### src/rtl/mips_cpu_data_bus_bridge.sv
// Bridges the MIPS CPU data port (combinational load/store request) onto an Avalon-MM master.
// Latency: a load stalls the CPU 3 cycles and a store 2 cycles, plus one cycle per waitrequest cycle.
// Backpressure: avm_waitrequest holds the request stable; TIMEOUT consecutive waits abandon it and set bus_error.
module mips_cpu_data_bus_bridge #(
  parameter int TIMEOUT = 256
) (
  input  logic        clk,
  input  logic        reset,
  input  logic        cpu_active,
  input  logic        cpu_data_read,
  input  logic        cpu_data_write,
  input  logic [3:0]  cpu_data_byteenable,
  input  logic [31:0] cpu_data_address,
  input  logic [31:0] cpu_data_writedata,
  output logic [31:0] cpu_data_readdata,
  output logic        cpu_clk_enable,
  output logic [31:0] avm_address,
  output logic        avm_read,
  output logic        avm_write,
  output logic [3:0]  avm_byteenable,
  output logic [31:0] avm_writedata,
  input  logic        avm_waitrequest,
  input  logic [31:0] avm_readdata,
  output logic        bus_error,
  output logic [31:0] stall_count
);

  localparam logic [1:0] S_IDLE  = 2'd0;
  localparam logic [1:0] S_REQ   = 2'd1;
  localparam logic [1:0] S_RDATA = 2'd2;
  localparam logic [1:0] S_DONE  = 2'd3;

  logic [1:0]  state;
  logic [31:0] addr_q;
  logic [31:0] wdata_q;
  logic [31:0] rdata_q;
  logic [3:0]  be_q;
  logic        op_read_q;
  logic [31:0] wait_cnt;
  logic        req;
  logic        in_req;
  logic        timeout_hit;

  assign req = (cpu_data_read | cpu_data_write) & cpu_active;

  // Gating with reset lets a mid-transaction reset drop the strobes without waiting for state to settle.
  assign in_req      = (state == S_REQ) & reset;
  assign timeout_hit = in_req & avm_waitrequest & (wait_cnt == 32'(TIMEOUT - 1));

  assign avm_read          = in_req & op_read_q;
  assign avm_write         = in_req & ~op_read_q;
  assign avm_byteenable    = in_req ? be_q : 4'b0000;
  assign avm_address       = addr_q;
  assign avm_writedata     = wdata_q;
  assign cpu_data_readdata = rdata_q;

  // CPU runs freely in IDLE when there is no memory access, and for the single commit cycle in DONE.
  always_comb begin
    cpu_clk_enable = 1'b0;
    if (reset) begin
      case (state)
        S_IDLE:  cpu_clk_enable = ~req;
        S_DONE:  cpu_clk_enable = 1'b1;
        default: cpu_clk_enable = 1'b0;
      endcase
    end
  end

  // Transaction FSM: latch request in IDLE, hold it on the bus in REQ, capture load data in RDATA.
  always_ff @(posedge clk or negedge reset) begin
    if (!reset) begin
      state     <= S_IDLE;
      addr_q    <= 32'd0;
      wdata_q   <= 32'd0;
      be_q      <= 4'd0;
      op_read_q <= 1'b0;
      rdata_q   <= 32'd0;
      wait_cnt  <= 32'd0;
      bus_error <= 1'b0;
    end else begin
      case (state)
        S_IDLE: begin
          wait_cnt <= 32'd0;
          if (req) begin
            addr_q    <= cpu_data_address & 32'hFFFF_FFFC;
            wdata_q   <= cpu_data_writedata;
            be_q      <= cpu_data_byteenable;
            op_read_q <= cpu_data_read;
            state     <= S_REQ;
          end
        end
        S_REQ: begin
          if (timeout_hit) begin
            bus_error <= 1'b1;
            rdata_q   <= 32'd0;
            wait_cnt  <= 32'd0;
            state     <= S_DONE;
          end else if (avm_waitrequest) begin
            wait_cnt <= wait_cnt + 32'd1;
          end else begin
            wait_cnt <= 32'd0;
            state    <= op_read_q ? S_RDATA : S_DONE;
          end
        end
        S_RDATA: begin
          rdata_q <= avm_readdata;
          state   <= S_DONE;
        end
        default: begin
          state <= S_IDLE;
        end
      endcase
    end
  end

  // Free-running count of CPU stall cycles, wraps naturally at 2^32.
  always_ff @(posedge clk or negedge reset) begin
    if (!reset) begin
      stall_count <= 32'd0;
    end else if (!cpu_clk_enable) begin
      stall_count <= stall_count + 32'd1;
    end
  end

endmodule
### config.mk
export PLATFORM = sky130hd
export DESIGN_NAME = mips_cpu_data_bus_bridge
export DESIGN_NICKNAME = d
export VERILOG_FILES = /design/src/rtl/mips_cpu_data_bus_bridge.sv
export SDC_FILE = /design/constraint.sdc
export NUM_CORES = 1
export LEC_CHECK = 0
export ABC_AREA = 1
export CORE_MARGIN = 2
export CORE_UTILIZATION = 47
export CTS_CLUSTER_DIAMETER = 40
export DETAILED_ROUTE_END_ITERATION = 8
export GPL_TIMING_DRIVEN = 0
export PLACE_DENSITY = 0.8
export SLEW_MARGIN = 20
export SYNTH_ARGS = -nofsm -noshare
export SYNTH_HDL_FRONTEND = slang
export SYNTH_SLANG_ARGS = --single-unit
### constraint.sdc
create_clock -name clk -period 2.25 [get_ports clk]
set_input_delay 0.3375 -clock clk [delete_from_list [all_inputs] [get_ports clk]]
set_output_delay 0.3375 -clock clk [all_outputs]
set_load 0.005 [all_outputs]
==> metrics.md <==
| Metric | Value |
|---|---|
| DRT iter0 DRCs | `571` |
| H-tree Lvls | `4` |
| CTS Buffer Depth | `2` |
| Top cell type's share of synthesized area | `between 50% and 60%` |
| Required @ worst endpoint | `roughly 1.9 ns` |
| Number of global-route vias before repair | `7193` |
| Placed Area | `10660 sq um` |
| Most common cell after layout, fill and taps aside | `clkdlybuf4s50_1` |
| Count of cell types in the netlist | `36` |
| Tcrit/Tclk final | `92.84%` |
| Remaining global-route overflow | `0` |
| Worst skew pair latency | `0.44 ns` |
| Area Growth Syn to Fin | `42.34%` |
| Sequential element share of the synthesized area | `a little over half` |
| Power share of the clock group | `23.8%` |
| Worst-path maximum fanout | `3` |
| Type of the tightest min-delay check | `input port to async pin` |
| First-pass GRT wire length | `around 37000 um` |
| Crit path kind | `flip-flop to output port` |
| Synth Register Bits | `between 150 and 200` |
| Design Area, Final | `approximately 11000 sq um` |
| Vias | `a little over 7000` |
| Die Y | `134.3 um` |
| Worst Setup End Kind | `output port` |
| Final Net Count | `1262` |
| Outcome | `complete, but fails checks` |
| Tightest Pin Transition | `0.4880 ns` |
| Routed wire length | `23460 um` |
| Mean post-synth cell area | `8.993 sq um` |
| Max-cap violations | `0` |
| Num rows | `47` |
| # setup viols final | `0` |
| Violated checks | `hold timing` |
| Most frequent cells in the layout | `229 x clkdlybuf4s50_1, 211 x nand2_1, 166 x dfrtp_1, 106 x nor2_1, 95 x nand3_1` |
| Top cells by area, synth | `dfrtp_1 52%, nand2_1 10%, mux2_2 8.8%` |
| DRT antenna net count | `0` |
| Ys Warns | `0` |
| Mapped Area | `approximately 8000 sq um` |
| Final Hold Vio Count | `75` |
| Worst vdd ir | `0.0009031 V` |
| Max-slew violations | `0` |
| Pwr/cell area | `1130 nW/um^2` |
| Fmax | `0.4787 GHz` |
| Unrepaired setup endpoints after global routing | `false` |
| Internal power | `between 8 and 9 mW` |
| Worst setup SP type | `flip-flop` |
| Syn Inst Count | `887` |
| GP Congestion | `between 0.9 and 1` |
| Fin Clk Skew | `0.01245 ns` |
| Starting Density | `48.10%` |
| Fin Hold WS | `-0.1892 ns` |
| Reg2Reg Depth | `11` |
| Worst Path Arrival | `1.75 ns` |
| Final Critical Period | `2.089 ns` |
| Worst reg2reg startpoint | `state[1]` |
| Fill count | `between 1000 and 1500` |
| Area leader, netlist | `dfrtp_1` |
| Sequential Power Share | `36.2%` |
| Combinational Power Share | `between 40% and 50%` |
| Gr usage total | `26.34%` |
| Pin count of the biggest net entering global routing | `78` |
| Die width | `134.3 um` |
| Post-DP HPWL | `17080 um` |
| Sw Ratio | `roughly a third` |
| Rel. slew slack | `67.16%` |
| Layout cells sized above 1 | `around an eighth` |
| CTS tree | `yes` |
| Io pins | `242` |
| Root Buffer | `clkbuf_16` |
| DRC viols | `0` |
| Reg clk slew, reported paths | `0.07 ns` |
| Net Switching | `4.250 mW` |
| TritonCTS sink count | `166` |
| WL/cell | `16.96 um` |
| RR Endpoint | `wait_cnt[13]` |
| Total core area | `16580 sq um` |
| Ant diodes | `0` |
| Die area | `18030 sq um` |
| LEAKAGE | `5.001 nW` |
| Initial antenna violation count | `0` |
| First-pass detailed-route iteration total | `6` |
| Num CTS Buffers | `17` |
| R2R setup slack | `approximately 0.17 ns` |
| Setup TNS | `0 ns` |
| Vias/cell | `approximately 5.1` |
| IO Port Bufs | `237` |
-- metrics by stage --
stage	total power, mW	worst slack, ns	hold slack (ns)	cells	utilization (%)
after floorplan	6.747	0.5443	0.04191	888	-
after global placement	9.588	-6.862	0.4469	1345	64.09
after detailed placement	9.687	-0.5467	0.3529	1346	64.28
after CTS	12.89	0.1697	-0.1643	1383	68.45
after global routing	13.50	0.02305	-0.1621	1383	68.46
final	12.83	0.1612	-0.1892	1383	68.46
-- metal layers --
| metal | GRT usage [%] | vias up | routed length [um] |
|---|---|---|---|
| met5 | 0 | - | 0 |
| met4 | 8.772 | 0 | 599 |
| met3 | 7.785 | 42 | 1538 |
| met2 | 43.14 | 252 | 11430 |
| met1 | 33.57 | 3410 | 9890 |
| li1 | - | 3386 | - |
-- logic make-up after synthesis --
logic type | synth area share, %
other | 0.04701
flip-flops | 52.08
XOR/XNOR | 4.173
AND/OR/NAND/NOR | 26.54
AO/OA/AOI/OAI | 2.118
adder cells (fa/ha/maj) | 0.9412
multiplexers | 8.753
buffers and inverters | 5.349
-- worst max-delay path by stage --
stage                     startpoint              to  cells after the start
final                       state[0]  cpu_clk_enable                      7
after global routing        state[1]    wait_cnt[13]                     11
after CTS                   state[0]  cpu_clk_enable                      7
after detailed placement       reset  cpu_clk_enable                      7
after global placement         reset       avm_write                      4
after floorplan             state[1]    wait_cnt[13]                     13
-- synthesized netlist by cell type --
| cell type | number |
|---|---|
| o21ai_0 | 17 |
| o21ai_1 | 3 |
| nand3_4 | 1 |
| xnor2_1 | 14 |
| nor3b_2 | 1 |
| buf_8 | 1 |
| nor3b_1 | 1 |
| nand2_4 | 2 |
| clkinv_1 | 1 |
| buf_4 | 3 |
| ha_1 | 6 |
| nor2_1 | 109 |
| clkbuf_1 | 8 |
| inv_2 | 1 |
| nand3b_1 | 2 |
| o22ai_1 | 1 |
| nand3_1 | 95 |
| and3_1 | 1 |
| nor2_4 | 1 |
| nor4_1 | 2 |
| a21oi_1 | 8 |
| clkinv_4 | 1 |
| buf_2 | 13 |
| a21boi_0 | 2 |
| mux2_2 | 62 |
| nand2_1 | 213 |
| o21bai_1 | 1 |
| dfrtp_1 | 166 |
| nand2_2 | 2 |
| xor2_1 | 24 |
| nor2_2 | 12 |
| conb_1 | 1 |
| nand4_1 | 16 |
| nor3_1 | 28 |
| buf_6 | 3 |
| inv_1 | 65 |
-- flip-flops by register name, summed over array words and instances, names as in the netlist --
name,count
state,2
wait_cnt,32
op_read_q,1
avm_address,30
cpu_data_readdata,32
stall_count,32
bus_error,1
be_q,4
avm_writedata,32
-- layout make-up --
type | instances | area [sq um] | share of cell area (%)
tap | 220 | 275.3 | 2.425
buffer | 28 | 166.4 | 1.466
multi-input combinational | 626 | 3415 | 30.07
clock inverter | 15 | 188.9 | 1.664
timing repair buffer | 243 | 2464 | 21.70
sequential | 166 | 4154 | 36.59
inverter | 68 | 265.3 | 2.336
clock buffer | 17 | 425.4 | 3.747
-- power by group through the flow --
stage	Combinational, mW	Clock [mW]	Sequential [mW]
after global routing	5.54	3.22	4.75
after floorplan	2.09	0	4.66
final	5.14	3.05	4.64
after global placement	4.97	0	4.62
after detailed placement	5.03	0	4.66
after CTS	5.17	3.08	4.64
-- what timing repair did --
| action | in CTS | in global routing |
|---|---|---|
| pin swaps | 1 | 0 |
| setup buffers | 4 | 0 |
| gates cloned | 1 | 0 |
| endpoints found under the hold margin | 75 | 75 |
| setup endpoints to repair | 7 | 1 |
| resized for setup | 16 | 1 |
-- worst max-delay path, stage by stage (launching register included) --
cell and delay (ns):
dfrtp_1 0.41, buf_4 0.15, ha_1 0.20, inv_1 0.06, nand2_1 0.06, nand2_2 0.12
clkinv_4 0.07, dlygate4sd2_1 0.26
No activity file was read; power rests on OpenSTA's default activity.
